## src/rtl/atm_pkg.sv

```systemverilog
// atm_pkg: shared encodings for the ATM session controller.
package atm_pkg;
    localparam logic [2:0] ST_IDLE     = 3'd0;
    localparam logic [2:0] ST_WAIT_PIN = 3'd1;
    localparam logic [2:0] ST_MENU     = 3'd2;
    localparam logic [2:0] ST_EXEC     = 3'd3;

    localparam logic [2:0] OP_BALANCE    = 3'd0;
    localparam logic [2:0] OP_WITHDRAW   = 3'd1;
    localparam logic [2:0] OP_DEPOSIT    = 3'd2;
    localparam logic [2:0] OP_CHANGE_PIN = 3'd3;
    localparam logic [2:0] OP_EXIT       = 3'd4;

    localparam logic [2:0] ERR_OK      = 3'd0;
    localparam logic [2:0] ERR_NO_ACC  = 3'd1;
    localparam logic [2:0] ERR_LOCKED  = 3'd2;
    localparam logic [2:0] ERR_BAD_PIN = 3'd3;
    localparam logic [2:0] ERR_FUNDS   = 3'd4;
    localparam logic [2:0] ERR_LIMIT   = 3'd5;
    localparam logic [2:0] ERR_OVF     = 3'd6;
    localparam logic [2:0] ERR_TIMEOUT = 3'd7;
endpackage

```

## src/rtl/atm_account_store.sv

```systemverilog
// atm_account_store: per-account balance/PIN/tries/lock arrays.
// One combinational read port, one synchronous full-record write port.
module atm_account_store
    import atm_pkg::*;
#(
    parameter int NUM_ACC     = 16,
    parameter int AW          = 4,
    parameter int BAL_W       = 32,
    parameter int PIN_W       = 16,
    parameter int TW          = 2,
    parameter int INIT_BAL    = 1000,
    parameter int DEFAULT_PIN = 1234
) (
    input  logic             clk,
    input  logic             rst,
    input  logic [AW-1:0]    rd_addr,
    output logic [BAL_W-1:0] rd_bal,
    output logic [PIN_W-1:0] rd_pin,
    output logic [TW-1:0]    rd_tries,
    output logic             rd_lock,
    input  logic             wr_en,
    input  logic [AW-1:0]    wr_addr,
    input  logic [BAL_W-1:0] wr_bal,
    input  logic [PIN_W-1:0] wr_pin,
    input  logic [TW-1:0]    wr_tries,
    input  logic             wr_lock
);
    logic [BAL_W-1:0] bal_q   [NUM_ACC];
    logic [PIN_W-1:0] pin_q   [NUM_ACC];
    logic [TW-1:0]    tries_q [NUM_ACC];
    logic             lock_q  [NUM_ACC];
    logic             rd_ok;

    // Out-of-range addresses read as an empty, unlocked account.
    assign rd_ok    = 32'(rd_addr) < NUM_ACC;
    assign rd_bal   = rd_ok ? bal_q[rd_addr]   : '0;
    assign rd_pin   = rd_ok ? pin_q[rd_addr]   : '0;
    assign rd_tries = rd_ok ? tries_q[rd_addr] : '0;
    assign rd_lock  = rd_ok ? lock_q[rd_addr]  : 1'b0;

    always_ff @(posedge clk or negedge rst) begin
        if (!rst) begin
            for (int i = 0; i < NUM_ACC; i++) begin
                bal_q[i]   <= BAL_W'(INIT_BAL);
                pin_q[i]   <= PIN_W'(DEFAULT_PIN);
                tries_q[i] <= '0;
                lock_q[i]  <= 1'b0;
            end
        end else if (wr_en) begin
            bal_q[wr_addr]   <= wr_bal;
            pin_q[wr_addr]   <= wr_pin;
            tries_q[wr_addr] <= wr_tries;
            lock_q[wr_addr]  <= wr_lock;
        end
    end
endmodule

```

## src/rtl/atm_session_ctrl.sv

```systemverilog
// atm_session_ctrl: card -> PIN -> menu session FSM with retry lockout,
// per-session withdrawal limit, inactivity timeout and registered responses.
module atm_session_ctrl
    import atm_pkg::*;
#(
    parameter int NUM_ACC     = 16,
    parameter int BAL_W       = 32,
    parameter int PIN_W       = 16,
    parameter int INIT_BAL    = 1000,
    parameter int DEFAULT_PIN = 1234,
    parameter int MAX_TRIES   = 3,
    parameter int WD_LIMIT    = 500,
    parameter int TIMEOUT_CYC = 16,
    parameter int AW          = (NUM_ACC > 1) ? $clog2(NUM_ACC) : 1
) (
    input  logic             clk,
    input  logic             rst,
    input  logic             card_valid,
    input  logic [AW-1:0]    acc_num,
    input  logic             pin_valid,
    input  logic [PIN_W-1:0] pin,
    input  logic             op_valid,
    input  logic [2:0]       op,
    input  logic [BAL_W-1:0] amount,
    input  logic [PIN_W-1:0] new_pin,
    input  logic             eject,
    output logic [2:0]       state,
    output logic             resp_valid,
    output logic             success,
    output logic [2:0]       err_code,
    output logic [BAL_W-1:0] balance,
    output logic             locked
);
    localparam int TW  = $clog2(MAX_TRIES + 1);
    localparam int TCW = $clog2(TIMEOUT_CYC + 1);

    logic [2:0]       state_q, state_d;
    logic [AW-1:0]    acc_q, acc_d;
    logic [TCW-1:0]   tmo_q, tmo_d;
    logic [BAL_W-1:0] wd_q, wd_d;
    logic [2:0]       op_q, op_d;
    logic [BAL_W-1:0] amt_q, amt_d;
    logic [PIN_W-1:0] npin_q, npin_d;
    logic             resp_valid_q, resp_valid_d;
    logic             success_q, success_d;
    logic [2:0]       err_q, err_d;
    logic [BAL_W-1:0] balance_q, balance_d;
    logic             locked_q, locked_d;

    logic [AW-1:0]    rd_addr;
    logic [BAL_W-1:0] rd_bal, wr_bal;
    logic [PIN_W-1:0] rd_pin, wr_pin;
    logic [TW-1:0]    rd_tries, wr_tries, tries_inc;
    logic             rd_lock, wr_lock, wr_en;
    logic             acc_bad, tmo_hit, tries_hit;
    logic [BAL_W:0]   wd_sum, dep_sum;

    atm_account_store #(
        .NUM_ACC(NUM_ACC), .AW(AW), .BAL_W(BAL_W), .PIN_W(PIN_W), .TW(TW),
        .INIT_BAL(INIT_BAL), .DEFAULT_PIN(DEFAULT_PIN)
    ) u_store (
        .clk(clk), .rst(rst),
        .rd_addr(rd_addr), .rd_bal(rd_bal), .rd_pin(rd_pin), .rd_tries(rd_tries), .rd_lock(rd_lock),
        .wr_en(wr_en), .wr_addr(acc_q), .wr_bal(wr_bal), .wr_pin(wr_pin), .wr_tries(wr_tries),
        .wr_lock(wr_lock)
    );

    // Before a session exists the store is probed with the inserted card number.
    assign rd_addr   = (state_q == ST_IDLE) ? acc_num : acc_q;
    assign acc_bad   = 32'(acc_num) >= NUM_ACC;
    assign tmo_hit   = tmo_q == TCW'(TIMEOUT_CYC - 1);
    assign tries_inc = rd_tries + TW'(1);
    assign tries_hit = tries_inc == TW'(MAX_TRIES);
    assign wd_sum    = {1'b0, wd_q} + {1'b0, amt_q};
    assign dep_sum   = {1'b0, rd_bal} + {1'b0, amt_q};
    assign success_d = resp_valid_d ? (err_d == ERR_OK) : success_q;

    always_comb begin
        state_d      = state_q;
        acc_d        = acc_q;
        tmo_d        = tmo_q;
        wd_d         = wd_q;
        op_d         = op_q;
        amt_d        = amt_q;
        npin_d       = npin_q;
        resp_valid_d = 1'b0;
        err_d        = err_q;
        balance_d    = balance_q;
        locked_d     = locked_q;
        wr_en        = 1'b0;
        wr_bal       = rd_bal;
        wr_pin       = rd_pin;
        wr_tries     = rd_tries;
        wr_lock      = rd_lock;
        case (state_q)
            ST_IDLE: begin
                if (card_valid) begin
                    if (acc_bad) begin
                        resp_valid_d = 1'b1;
                        err_d        = ERR_NO_ACC;
                    end else if (rd_lock) begin
                        resp_valid_d = 1'b1;
                        err_d        = ERR_LOCKED;
                        locked_d     = 1'b1;
                    end else begin
                        acc_d    = acc_num;
                        state_d  = ST_WAIT_PIN;
                        tmo_d    = '0;
                        wd_d     = '0;
                        locked_d = 1'b0;
                    end
                end
            end
            ST_WAIT_PIN: begin
                if (eject) begin
                    state_d = ST_IDLE;
                end else if (pin_valid) begin
                    resp_valid_d = 1'b1;
                    wr_en        = 1'b1;
                    tmo_d        = '0;
                    if (pin == rd_pin) begin
                        wr_tries  = '0;
                        state_d   = ST_MENU;
                        err_d     = ERR_OK;
                        balance_d = rd_bal;
                    end else if (tries_hit) begin
                        wr_tries = tries_inc;
                        wr_lock  = 1'b1;
                        state_d  = ST_IDLE;
                        err_d    = ERR_LOCKED;
                        locked_d = 1'b1;
                    end else begin
                        wr_tries = tries_inc;
                        err_d    = ERR_BAD_PIN;
                    end
                end else if (tmo_hit) begin
                    resp_valid_d = 1'b1;
                    err_d        = ERR_TIMEOUT;
                    state_d      = ST_IDLE;
                end else begin
                    tmo_d = tmo_q + TCW'(1);
                end
            end
            ST_MENU: begin
                if (eject) begin
                    state_d = ST_IDLE;
                end else if (op_valid && op <= OP_EXIT) begin
                    tmo_d = '0;
                    if (op == OP_EXIT) begin
                        resp_valid_d = 1'b1;
                        err_d        = ERR_OK;
                        balance_d    = rd_bal;
                        state_d      = ST_IDLE;
                    end else begin
                        op_d    = op;
                        amt_d   = amount;
                        npin_d  = new_pin;
                        state_d = ST_EXEC;
                    end
                end else if (tmo_hit) begin
                    resp_valid_d = 1'b1;
                    err_d        = ERR_TIMEOUT;
                    state_d      = ST_IDLE;
                end else begin
                    tmo_d = tmo_q + TCW'(1);
                end
            end
            ST_EXEC: begin
                resp_valid_d = 1'b1;
                err_d        = ERR_OK;
                balance_d    = rd_bal;
                tmo_d        = '0;
                state_d      = eject ? ST_IDLE : ST_MENU;
                case (op_q)
                    OP_WITHDRAW: begin
                        if (amt_q > rd_bal) begin
                            err_d = ERR_FUNDS;
                        end else if (wd_sum > (BAL_W + 1)'(WD_LIMIT)) begin
                            err_d = ERR_LIMIT;
                        end else begin
                            wr_en     = 1'b1;
                            wr_bal    = rd_bal - amt_q;
                            balance_d = rd_bal - amt_q;
                            wd_d      = wd_sum[BAL_W-1:0];
                        end
                    end
                    OP_DEPOSIT: begin
                        if (dep_sum[BAL_W]) begin
                            err_d = ERR_OVF;
                        end else begin
                            wr_en     = 1'b1;
                            wr_bal    = dep_sum[BAL_W-1:0];
                            balance_d = dep_sum[BAL_W-1:0];
                        end
                    end
                    OP_CHANGE_PIN: begin
                        if (npin_q == '0) begin
                            err_d = ERR_BAD_PIN;
                        end else begin
                            wr_en  = 1'b1;
                            wr_pin = npin_q;
                        end
                    end
                    default: ;
                endcase
            end
            default: state_d = ST_IDLE;
        endcase
    end

    always_ff @(posedge clk or negedge rst) begin
        if (!rst) begin
            state_q      <= ST_IDLE;
            acc_q        <= '0;
            tmo_q        <= '0;
            wd_q         <= '0;
            op_q         <= '0;
            amt_q        <= '0;
            npin_q       <= '0;
            resp_valid_q <= 1'b0;
            success_q    <= 1'b0;
            err_q        <= ERR_OK;
            balance_q    <= '0;
            locked_q     <= 1'b0;
        end else begin
            state_q      <= state_d;
            acc_q        <= acc_d;
            tmo_q        <= tmo_d;
            wd_q         <= wd_d;
            op_q         <= op_d;
            amt_q        <= amt_d;
            npin_q       <= npin_d;
            resp_valid_q <= resp_valid_d;
            success_q    <= success_d;
            err_q        <= err_d;
            balance_q    <= balance_d;
            locked_q     <= locked_d;
        end
    end

    assign state      = state_q;
    assign resp_valid = resp_valid_q;
    assign success    = success_q;
    assign err_code   = err_q;
    assign balance    = balance_q;
    assign locked     = locked_q;
endmodule

```

## config.mk

```make
export PLATFORM = sky130hd
export DESIGN_NAME = atm_session_ctrl
export DESIGN_NICKNAME = d
export VERILOG_FILES = /design/src/rtl/atm_pkg.sv /design/src/rtl/atm_account_store.sv /design/src/rtl/atm_session_ctrl.sv
export SDC_FILE = /design/constraint.sdc
export NUM_CORES = 2
export LEC_CHECK = 0
export CAP_MARGIN = 20
export CORE_ASPECT_RATIO = 0.9
export CORE_UTILIZATION = 25
export DETAILED_ROUTE_END_ITERATION = 6
export GPL_ROUTABILITY_DRIVEN = 0
export MAX_ROUTING_LAYER = met4
export PLACE_DENSITY = 0.49
export REMOVE_ABC_BUFFERS = 1
export SETUP_SLACK_MARGIN = 0.3
export SLEW_MARGIN = 30
export SYNTH_ARGS = -nofsm -noshare
export SYNTH_HDL_FRONTEND = slang
export SYNTH_SLANG_ARGS = --single-unit
```

## constraint.sdc

```tcl
create_clock -name clk -period 18.9 [get_ports clk]
set_input_delay 1.89 -clock clk [delete_from_list [all_inputs] [get_ports clk]]
set_output_delay 1.89 -clock clk [all_outputs]
set_load 0.02 [all_outputs]
```

* Word-level counts from Yosys, hierarchy flattened *
Index checks and enable logic that the tools add are counted.

storage, ports and cells
  flip-flop bits (word level) = 949
  latch bits = 0
  memory bits (writable) = 0
  ROM bits = 0
  input port bits = 77
  output and inout bits = 41
  logic and storage cells = 246
  memories kept = 0

cells by class
  add/subtract/negate cells = 5
  $mul = 0
  div/mod/pow operators = 0
  magnitude comparators = 6
  eq/ne operators = 24
  shift-type cells = 0
  muxes and demuxes = 114
  bitwise operators = 5
  reductions and logical operators = 16

operators with widths
  cell                 count
  $mux 32              18
  $bwmux 512           1
  $bwmux 256           1
  $bmux 32 s4          1
  $demux 32 s4         1
  $pmux 32 s2          2
  $mux 16              6
  $pmux 32 s3          1
  $add 32x32->33       2
  $bmux 16 s4          1
  $demux 16 s4         1
  $mux 3               20
  $mux 5               7
  $gt 33x9->1 const B  1
  $bwmux 32            1
  $gt 32x32->1         1
  $sub 32x32->32       1
  $mux 1               28
  $ne 2x2->1 const B   12
  $pmux 3 s4           2
  $mux 2               11
  $pmux 5 s4           1
  $bwmux 16            1
  $eq 16x16->1         1
  other kinds (34)     48

* Logic depth before layout (Yosys ltp) *
  depth after elaboration = 14
  depth in mapped cells = 31
  mapped depth without buffers = 21

* By module *
A second synthesis with hierarchy kept.

second synthesis, totals
  cell total of the unflattened synthesis = 3656
  area total of the unflattened synthesis = 48744.2 um2

by module, submodules not included
  module             times used  cells an instance  area an instance (um2)  sequential area each (um2)
  atm_account_store  1           2224               36740.2                 20639.8
  atm_session_ctrl   1           1432               12004.0                 3328.2

* Worst setup path before layout *
Ideal clock, no wire load.

  kind = input port to flip-flop
  from = in acc_num[0]
  to = reg u_store.bal_q[77] in the netlist's numbering
  library setup time = 0.125 ns
  arrival time = 7.578 ns
  data required time = 18.775 ns
  path slack = 11.198 ns
  stages on the path = 24
  buffers on the path = 7
  cells stage by stage = or4b_4 nand2_1 buf_2 buf_4 buf_2 buf_2 mux4_2 nand2_1 a31oi_1 ha_1 a221o_1 a21oi_1 a31oi_1 o31a_1 o31a_1 nor3_1 o211ai_1 a21oi_1 buf_2 nand4b_1 nor2b_1 buf_2 buf_2 mux2_2

between the ends
  cells in the longest elaborated chain, start to end = 11
  elaborated cells on any way between the ends = 18
  classes of those cells = 2 x add/sub; 1 x order compare; 14 x mux; 1 x bitwise

RTL lines
  what                                           line                     text
  from (decl)                                    atm_session_ctrl.sv:19   input logic [AW-1:0] acc_num,
  $mux 4 *                                       atm_session_ctrl.sv:69   assign rd_addr = (state_q == ST_IDLE) ? acc_num : acc_q;
  $not 4->5 (implied by the code) *              atm_account_store.sv:36  assign rd_bal = rd_ok ? bal_q[rd_addr] : '0;
  $bmux 32 s4 *                                  atm_account_store.sv:36
  $mux 32 (implied by the code) * (2 in series)  atm_account_store.sv:36
  $sub 32x32->32                                 atm_session_ctrl.sv:182  wr_bal = rd_bal - amt_q;
  $mux 32                                        atm_session_ctrl.sv:178  end else if (wd_sum > (BAL_W + 1)'(WD_LIMIT)) begin
  $mux 32                                        atm_session_ctrl.sv:176  if (amt_q > rd_bal) begin
  $pmux 32 s2                                    atm_session_ctrl.sv:174  case (op_q)
  $mux 32                                        atm_session_ctrl.sv:95   case (state_q)
  $bwmux 512                                     atm_account_store.sv:50  bal_q[wr_addr] <= wr_bal;
  to (signal, indexed assignment)                atm_account_store.sv:44  bal_q[i] <= BAL_W'(INIT_BAL);
  to (signal, indexed assignment)                atm_account_store.sv:50
  to (decl)                                      atm_account_store.sv:28  logic [BAL_W-1:0] bal_q [NUM_ACC];

Every way passes the cells marked *; elsewhere a longest branch is shown, timed or not. The select of a mux whose other input is x is not followed.
A chain may end at the register's enable or synchronous reset.

* Final worst setup path *
  from = in acc_num[1]
  to = reg u_store.bal_q[65] in the netlist's numbering

The elaborated chain is that of the path after synthesis.

==> flow_summary.yaml <==
cells_and_area:
  final_cell_count_no_fill: 7451
  seq_area_sq_um: 24000
  n_fill_cell: 20300
  area_delta_synth_final_pct: 15.2
  multi_input_area_sq_um: 22900
  post-route-util: 0.291
  drive_above_1_share: 0.170
  fin_nets: 4960
sta:
  setup_viol: 0
  hold-worst-slack_ns: 0.462
  finalSetupTns_ns: 0
  fmax_mhz: 95.9
  slew_headroom: 0.319
  report.final.slew_viol_count: 0
  finalClockSkew_ns: 0.0530
  max_slew.worst_pin.slew_ns: 1.02
  finalHoldViolCount: 0
  rsz0062_at_grt: "no"
  fin_crit_ns: 10.42
  min_period_over_period: 0.551
logic_synthesis:
  ys_top_cells_by_area: "dfrtp_1, dfstp_2, mux4_2, a21oi_1, mux2i_1"
  ys_ff_latch: 949
  synth_most_common_cell: "dfrtp_1"
  ys_warn_count: 0
  yosysUniqueCellTypes: 105
  syn_inst: 4841
  yosysSeqAreaShare: 0.484
  yosysTopAreaCell: "dfrtp_1"
  synth.avg_cell_area_sq_um: 10.2
  synthTopCellsByCount: "dfrtp_1, a21oi_1, nor2_1"
  syn-cell-area_sq_um: 49500
  async_reset_ff_frac: 1.00
  synth_edf_count: 0
  synth_ff_type: "dfrtp_1"
  synth.top_cell.area_share: 0.391
floorplanning:
  fp-row-count: 154
  dieArea_sq_um: 200000
  initial_utilization: 0.252
  die_h_um: 424
  ios: 118
  coreArea_sq_um: 196000
  die_width_um: 471
global_route:
  grt-ovfl-total: 0
  grt_max_degree: 136
  antenna_found_initial: 6
  grt_pass1_wl_mm: 248
  gr-usage-all-layers: 0.168
  grt_pass1_vias: 36900
clocking:
  clockBufferDepth: 3
  hold_buffers: 0
  cts-buffers-inserted: 107
  cts_tree: "built"
  cts_setup_buffers: 0
  htreeDepth: 3
  clkLatencyLatePin_ns: 0.76
  clkTransAtPathRegs_ns: 0.06
  clk_root_buffer_cell: "clkbuf_16"
  cts_resized: 0
  cts_sinks: 949
worst_setup_path:
  worstPathRequired_ns: 19.55
  crit_start: "acc_num[1]"
  critical_path_buf_inv_count: 5
  worstSetupPathType: "input pin to flip-flop"
  endpoint_kind: "flip-flop"
  worst-path-max-fanout: 48
  worst_path_max_delay_cell: "buf_4"
  reg2reg_depth: 21
  cp.depth: 24
  critPathCapture: "u_store.bal_q[65]$_DFFE_PN0P_"
  critical_path.cell_chain: "clkdlybuf4s50_1, nor4b_2, or2_4, buf_4, buf_4, mux4_2, nand2_1, and3_1, a31oi_1, ha_1, nor2b_1, o31ai_1, a21oi_1, o41a_1, a41o_1, a31oi_1, nor3_1, nor4b_1, a21oi_2, buf_4, nand4b_1, nor2b_4, buf_4, mux2_2"
  worstReg2RegEnd: "u_store.bal_q[65]$_DFFE_PN0P_"
  r2r-start: "state[1]$_DFFE_PN0P_"
  cp_slowest_stage_delay_ns: 0.80
  startpoint_type: "input pin"
  cp_top_family: "simple AND/OR/NAND/NOR gates"
  r2r_slack_ns: 9.19
  cp_common_cell: "buf_4"
  crit_arrival_ns: 11.07
detailed_routing:
  wire_per_inst_um: 22.0
  drt-vias-per-instance: 4.94
  vias: 36800
  ant_nets: 0
  drc_errors: 0
  wirelength_mm: 164
  first_pass_iters: 6
  drtIter0Drc: 2770
pwr:
  leakage_nw: 25.5
  power_per_cell_area_nw_per_um2: 126
  peakVddDrop_uv: 108
place:
  portBuffers: 117
  dp.cells: 7242
  hpwl_mm: 104
min_path:
  hold_depth: 2
  hold_class: "flip-flop to flip-flop"
status:
  status: "finished clean"
flow_run:
  drv_cap: 0
[placed cells by master, fill, tap and decap left out, types with 30 or more instances in the layout]
cell	n
a21o_1	33
a21oi_1	598
a221oi_1	30
a31oi_1	132
and3_1	69
buf_4	82
clkbuf_1	30
clkbuf_16	107
clkdlybuf4s50_1	116
dfrtp_1	773
dfstp_2	176
ha_1	99
inv_1	301
mux2_2	129
mux2i_1	287
mux4_2	149
nand2_1	409
nand3_1	59
nor2_1	508
nor3_1	32
o21ai_0	163
xnor2_1	41
[power by group]
group          switching [mW]  internal (mW)
Clock                   0.899           1.26
Sequential             0.0901           2.17
Combinational            1.85          0.924
[worst reg2reg max path, stage by stage, from the launching register on]
cell and delay, ns:
dfrtp_1 0.66, o31ai_2 0.70, and2_4 0.56, buf_4 0.66, buf_4 0.84, mux4_2 0.63
nand2_1 0.09, and3_1 0.19, a31oi_1 0.12, ha_1 0.61, nand4_1 0.24, nor3_1 0.49
a41o_1 0.39, a31oi_1 0.15, nor3_1 0.18, nor4b_1 0.36, a21oi_2 0.10, buf_4 0.25
nand4b_1 0.36, nor2b_4 0.75, buf_4 0.80, mux2_2 0.48
[layout make-up]
cell class	instances	area share
diodes	3	0.000132
clock buffers	163	0.0552
clock inverters	39	0.00884
inverters	301	0.0198
multi-input cells	3207	0.403
flip-flops and latches	949	0.420
well taps	2574	0.0565
repair buffers	215	0.0366
[layer usage]
| metal | track usage | share of wire | vias to the layer above |
|---|---|---|---|
| met3 | 0.0191 | 0.040 | 224 |
| li1 | - | - | 17000 |
| met1 | 0.222 | 0.46 | 18800 |
| met4 | 0.0606 | 0.033 | 0 |
| met2 | 0.263 | 0.47 | 856 |
| met5 | - | 0 | - |
[cells by family after synthesis]
family	share of synthesized area
and+or+nand+nor	0.109
muxes	0.158
DFF	0.484
adders and majority gates	0.0263
xor gates and xnor gates	0.0112
other	0.0000758
AOI/OAI and AO/OA	0.153
buffers and inverters	0.0579
[state kept, by name, indices dropped and copies added (netlist names)]
signal and count:
tmo_q 5, u_store.pin_q 256, u_store.lock_q 16, amt_q 32
op_q 3, resp_valid 1, balance 32, u_store.bal_q 512
state 3, err_code 3, locked 1, wd_q 32
npin_q 16, acc_q 4, u_store.tries_q 32, success 1
[how the worst min path moves through the flow]
stage | startpoint | endpoint | slack (ns)
6_report | u_store.bal_q[67]$_DFFE_PN1P_ | u_store.bal_q[67]$_DFFE_PN1P_ | 0.46
5_1_grt | u_store.bal_q[67]$_DFFE_PN1P_ | u_store.bal_q[67]$_DFFE_PN1P_ | 0.48
4_1_cts | u_store.bal_q[67]$_DFFE_PN1P_ | u_store.bal_q[67]$_DFFE_PN1P_ | 0.47
3_5_place_dp | u_store.pin_q[33]$_DFFE_PN1P_ | u_store.pin_q[33]$_DFFE_PN1P_ | 0.45
3_3_place_gp | u_store.bal_q[70]$_DFFE_PN1P_ | u_store.bal_q[70]$_DFFE_PN1P_ | 0.45
2_1_floorplan | u_store.pin_q[33]$_DFFE_PN1P_ | u_store.pin_q[33]$_DFFE_PN1P_ | 0.44
[metrics by stage]
step	total power, mW	cell area [sq um]	setup WS, ns
floorplan	4.08	47700	-0.516
global placement	4.99	53000	7.67
detailed placement	5.03	53200	7.69
CTS	7.23	56900	8.47
global route	7.56	57000	7.92
finish	7.19	57000	8.48
No activity file was read; power rests on OpenSTA's default activity.
